File: config.mk
export PLATFORM = sky130hd
export DESIGN_NAME = seq_mult_ctrl
export DESIGN_NICKNAME = d
export VERILOG_FILES = /design/src/rtl/seq_mult_ctrl.sv
export SDC_FILE = /design/constraint.sdc
export NUM_CORES = 1
export LEC_CHECK = 0
export ABC_AREA = 0
export CORE_UTILIZATION = 50
export DETAILED_ROUTE_END_ITERATION = 6
export GPL_ROUTABILITY_DRIVEN = 0
export PLACE_DENSITY = 0.73
export SYNTH_ARGS = -nofsm -noshare
export SYNTH_HDL_FRONTEND = slang
export SYNTH_SLANG_ARGS = --single-unit
File: constraint.sdc
create_clock -name clk -period 5 [get_ports clk]
set_input_delay 1.25 -clock clk [delete_from_list [all_inputs] [get_ports clk]]
set_output_delay 1.25 -clock clk [all_outputs]
set_load 0.05 [all_outputs]
File: src/rtl/seq_mult_ctrl.sv
// Sequential shift-and-add unsigned multiplier with a start/done handshake.
// One partial product is accumulated per clock; the product is registered on completion.
module seq_mult_ctrl #(
    parameter int unsigned WIDTH = 3
) (
    input  logic                 clk,
    input  logic                 rst_n,
    input  logic                 start,
    input  logic [WIDTH-1:0]     a,
    input  logic [WIDTH-1:0]     b,
    output logic                 busy,
    output logic                 done,
    output logic [2*WIDTH-1:0]   out
);

    localparam int unsigned CntW = $clog2(WIDTH) + 1;

    typedef enum logic [1:0] {StIdle, StCalc, StDone} state_e;

    state_e               state_q;
    logic [WIDTH-1:0]     a_q;
    logic [WIDTH-1:0]     b_q;
    logic [2*WIDTH-1:0]   acc_q;
    logic [CntW-1:0]      cnt_q;

    logic [2*WIDTH-1:0]   addend;
    logic [2*WIDTH-1:0]   acc_next;
    logic                 last_step;

    always_comb begin
        addend    = {{WIDTH{1'b0}}, a_q} << cnt_q;
        acc_next  = b_q[0] ? (acc_q + addend) : acc_q;
        last_step = (cnt_q == CntW'(WIDTH - 1));
    end

    always_ff @(posedge clk) begin
        if (!rst_n) begin
            state_q <= StIdle;
            a_q     <= '0;
            b_q     <= '0;
            acc_q   <= '0;
            cnt_q   <= '0;
            busy    <= 1'b0;
            done    <= 1'b0;
            out     <= '0;
        end else begin
            unique case (state_q)
                StIdle: begin
                    if (start) begin
                        a_q     <= a;
                        b_q     <= b;
                        acc_q   <= '0;
                        cnt_q   <= '0;
                        busy    <= 1'b1;
                        state_q <= StCalc;
                    end
                end
                StCalc: begin
                    acc_q <= acc_next;
                    b_q   <= b_q >> 1;
                    cnt_q <= cnt_q + CntW'(1);
                    // Final step publishes the sum including this step's partial product.
                    if (last_step) begin
                        out     <= acc_next;
                        done    <= 1'b1;
                        state_q <= StDone;
                    end
                end
                StDone: begin
                    done    <= 1'b0;
                    busy    <= 1'b0;
                    state_q <= StIdle;
                end
                default: begin
                    done    <= 1'b0;
                    busy    <= 1'b0;
                    state_q <= StIdle;
                end
            endcase
        end
    end

endmodule

# Word-level counts from Yosys, hierarchy flattened

Index checks and enable logic that the tools add are counted.

Multiplexer cells: 14
Bitwise operators: 2
Add/sub/neg operators: 2
Shifts and indexed selects: 1
Reductions and logical operators: 8
Equal/unequal tests: 4

Operators with widths:

| cell                                                | number |
|---|---|
| 2-to-1 mux 6 bit                                    | 2 |
| one-hot mux 3 bit (2 select lines)                  | 2 |
| one-hot mux 6 bit (2 select lines)                  | 1 |
| AND reduction 2 bit                                 | 6 |
| adder 6 bit                                         | 1 |
| 2-to-1 mux 3 bit                                    | 2 |
| left shift 3 x 3 -> 6 bit                           | 1 |
| 2-to-1 mux 2 bit                                    | 2 |
| inequality test 2 bit, second input constant        | 2 |
| one-hot mux 1 bit (2 select lines)                  | 2 |
| one-hot mux 2 bit (2 select lines)                  | 1 |
| adder 3 x 1 -> 3 bit, second input constant         | 1 |
| equality test 3 x 2 -> 1 bit, second input constant | 1 |
| equality test 2 x 1 -> 1 bit, second input constant | 1 |
| zero test 2 bit                                     | 1 |
| 2-to-1 mux 1 bit                                    | 2 |
| inverter 1 bit                                      | 2 |
| nonzero test 2 bit                                  | 1 |

Register bits after elaboration: 25
Word-level logic and storage cells: 39
Input port bits: 9
Output and inout port bits: 8

# Logic depth before layout (Yosys ltp)

Word-level depth: 4
Gate-level depth with buffers: 10
Depth with buffers taken out: 10

# Worst setup path before layout

Ideal clock, no wire load.

Path kind: in2reg
From: in start
To: reg cnt_q[1]
Stages on the path: 4
Data arrival time: 2.128 ns
Path slack: 2.744 ns
Buffers on the path: 1
Setup time: 0.128 ns
Cell sequence: or3b_2 clkbuf_1 a31oi_1 nor2_1

Word-level cells in the longest chain between the ends: 2

RTL lines:

| element                         | line | text |
|---|---|---|
| start, declared                 | 8    | `input logic start,` |
| inequality test 2 bit (no line) | n/a  |  |
| AND reduction 2 bit (no line)   | n/a  |  |
| end signal, assigned            | 61   | `cnt_q <= cnt_q + CntW'(1);` |
| end, declared                   | 24   | `logic [CntW-1:0] cnt_q;` |

Every way passes these cells.
A chain may end at the register's enable or synchronous reset.

# Worst setup path in the final report

From: reg out[4]
To: out out[4]

RTL lines:

| element                | line | text |
|---|---|---|
| start, declared        | 13   | `output logic [2*WIDTH-1:0] out` |
| start signal, assigned | 64   | `out <= acc_next;` |

No word-level cell between the ends.

==> impl_metrics.yaml <==
logic_synthesis:
  synth_seq_cells: 25
  syn_area_mm2: 0.00137
  synth.avg_cell_area_um2: 8.53
  yosys_most_used_dff: "dfxtp_1"
  synth-seq-area-share_pct: 36.7
  synth_edf_count: 0
  ys_warn_count: 0
  synth_fp_nets: 177
  synth_cell_types: 39
  syn-instance-count: 160
  synthArstFlopShare_pct: 0
power:
  powerDensity_mw_per_mm2: 235
  peakVddDrop_v: 0.000255
  cellLeakagePower_nw: 0.586
clock_network:
  cts-root-buf: "clkbuf_4"
  clock_sinks: 25
  cts_resized: 0
  clk_path_buf_depth: 2
  clock_latency_ns: 0.32
  cts_tree: "done"
  cts_buffers: 3
  cts_hold_buffers: 0
  h-tree-depth: 1
  cts_setup_buffers: 0
  cts.clk_slew.worst_paths_ns: 0.13
global_route:
  grt_max_degree: 18
  grt_pass1_vias: 1017
  grt.total_usage_pct: 21.9
  grt_antenna_before_repair: 0
  overflow: 0
  grt_pass1_wl_mm: 4.57
worst_setup_path:
  required_ns: 3.75
  cp-end-kind: "primary output"
  cp.depth: 1
  crit_chain: "clkdlybuf4s50_1"
  reg2reg_depth: 8
  cp-start-kind: "flip-flop"
  regToRegStartpoint: "cnt_q[0]$_SDFFE_PN0P_"
  r2r-end: "out[5]$_SDFFE_PN0P_"
  critPathSlowestCell: "clkdlybuf4s50_1"
  path_delay_family: "buffers and inverters"
  worst-setup-path-type: "flip-flop to primary output"
  critPathMaxStageDelay_ns: 0.80
  worstPathArrival_ns: 1.47
  path_buf_inv: 1
  path_max_fanout: 2
  reg2reg_slack_ns: 2.54
sta:
  maxSlewViolCount: 0
  setup_violations: 0
  fin_setup_tns_ns: 0
  maxSlewHeadroom_pct: 49.1
  post-route-period-util_pct: 54.4
  layout_setup_ws_ns: 2.28
  rsz0062_at_grt: "no"
  max_slew.worst_pin.slew_ns: 0.762
  fmaxAchievable_mhz: 368
  hold_viol_final: 0
  clock_skew_ns: 0.0102
  fin_crit_ns: 2.72
placed_design:
  dp_hpwl_mm: 2.03
  placed_area_mm2: 0.00152
  port_buffers: 16
  pre_cts_ws_ns: 2.02
routing:
  ant_nets: 0
  routed_wl_mm: 2.72
  wl_per_cell_um: 13.5
  drt_first_pass_iters: 4
  route.detailed.drc: 0
  via_per_inst: 5.76
  vias: 1158
  dr.first_iter.drc_count: 26
run:
  drv_cap: 0
floorplanning:
  rows: 18
  coreArea_mm2: 0.00252
  die_y_um: 54.3
  dieArea_mm2: 0.00294
  start_util_pct: 54.1
  io_pins: 17
  fp.dieW_um: 54.3
layout:
  drive_above_1_share_pct: 6.43
  syn_to_final_growth_pct: 13.4
  fill_cells: 225
  diodes: 0
  fin_area_mm2: 0.00155
  fin_nets: 189
worst_hold_path:
  hold_path.class: "flip-flop to flip-flop"
  hold_path_depth: 2
  min_from: "out[2]$_SDFFE_PN0P_"
  hold_end: "out[2]$_SDFFE_PN0P_"
outcome:
  status: "finished clean"
==> stage by stage <==
| stage | hold slack [ns] | util (%) | power, W | instances |
|---|---|---|---|---|
| 2_1_floorplan | 0.448 | - | 0.000262 | 160 |
| 3_3_place_gp | 0.460 | 60.3 | 0.000279 | 197 |
| 3_5_place_dp | 0.470 | 60.3 | 0.000281 | 197 |
| 4_1_cts | 0.488 | 61.4 | 0.000366 | 201 |
| 5_1_grt | 0.515 | 61.4 | 0.000384 | 201 |
| 6_report | 0.490 | 61.4 | 0.000364 | 201 |
==> placed cells by master, fill, tap and decap left out, types with 2 or more instances in the layout <==
cell / Yosys / routed
dfxtp_1: 25 / 25
o2111ai_1: 2 / 2
a21boi_0: 2 / 2
a31oi_1: 3 / 3
nor3b_1: 3 / 3
mux2i_1: 5 / 5
nor2b_1: 4 / 4
ha_1: 7 / 7
a21oi_1: 13 / 13
nand2_1: 20 / 20
xnor2_1: 4 / 4
a32oi_1: 3 / 3
clkbuf_4: 0 / 3
o21ai_0: 6 / 6
nor3_1: 3 / 3
inv_1: 3 / 3
nand3_1: 5 / 5
and2_1: 2 / 2
a311oi_1: 2 / 2
clkdlybuf4s50_1: 0 / 16
nand2b_1: 5 / 5
nor2_1: 14 / 14
a21o_2: 2 / 2
a211oi_1: 4 / 4
==> how the worst max path moves through the flow <==
stage,start,to
final,out[4]$_SDFFE_PN0P_,out[4]
after CTS,busy$_SDFFE_PN0P_,busy
after detailed placement,start,acc_q[3]$_SDFFE_PN0P_
after global placement,start,acc_q[3]$_SDFFE_PN0P_
after global routing,out[0]$_SDFFE_PN0P_,out[0]
after floorplan,start,cnt_q[1]$_SDFFE_PN0P_
==> tightest hold or removal path, cell delays in order (launching register included) <==
cell     delay [ns]
dfxtp_1        0.33
o21ai_0        0.07
a21oi_1        0.06
==> state kept, by name, indices dropped and copies added (netlist names) <==
| name | cells |
|---|---|
| acc_q | 6 |
| cnt_q | 3 |
| a_q | 3 |
| b_q | 3 |
| busy | 1 |
| out | 6 |
| state_q | 2 |
| done | 1 |
==> final cells by class <==
class | instances | area, µm² | area share (%)
tap | 30 | 37.5 | 2.43
multi-input combinational | 123 | 812 | 52.5
timing repair buffer | 16 | 160 | 10.3
sequential | 25 | 500 | 32.3
inverter | 3 | 11.3 | 0.728
clock buffer | 4 | 26.3 | 1.70
==> report_power, final <==
| group | switching [W] | total [W] | internal, W |
|---|---|---|---|
| Sequential | 0.00000940 | 0.000216 | 0.000207 |
| Combinational | 0.0000355 | 0.0000604 | 0.0000249 |
| Clock | 0.0000565 | 0.0000876 | 0.0000312 |
| Total | 0.000101 | 0.000364 | 0.000263 |
==> cell families after synthesis <==
kind of cell,after synthesis,synth area share [%]
adders and majority gates,8,7.88
AOI/OAI and AO/OA,41,20.9
DFF,25,36.7
buffers and inverters,12,3.85
muxes,6,4.49
and+or+nand+nor,64,23.6
xor gates and xnor gates,4,2.57
==> synth_stat cells, types with 4 or more instances <==
cell | number | area share [%]
dfxtp_1 | 25 | 37
a21oi_1 | 13 | 4.8
o21ai_0 | 6 | 2.2
nor2_1 | 14 | 3.8
ha_1 | 7 | 6.4
a211oi_1 | 4 | 2.2
nand2b_1 | 5 | 2.3
clkbuf_1 | 7 | 1.9
mux2i_1 | 5 | 3.7
nand3_1 | 5 | 1.8
nor2b_1 | 4 | 1.8
xnor2_1 | 4 | 2.6
nand2_1 | 20 | 5.5
==> layer usage <==
layer	track usage, %	up-vias	part of all wire, %
met4	3.85	0	0.59
met3	5.83	4	3.2
met2	39.0	24	49
met5	0	-	0
met1	26.4	537	47
li1	-	593	-
Note: power is estimated with default switching activity, not from simulation.
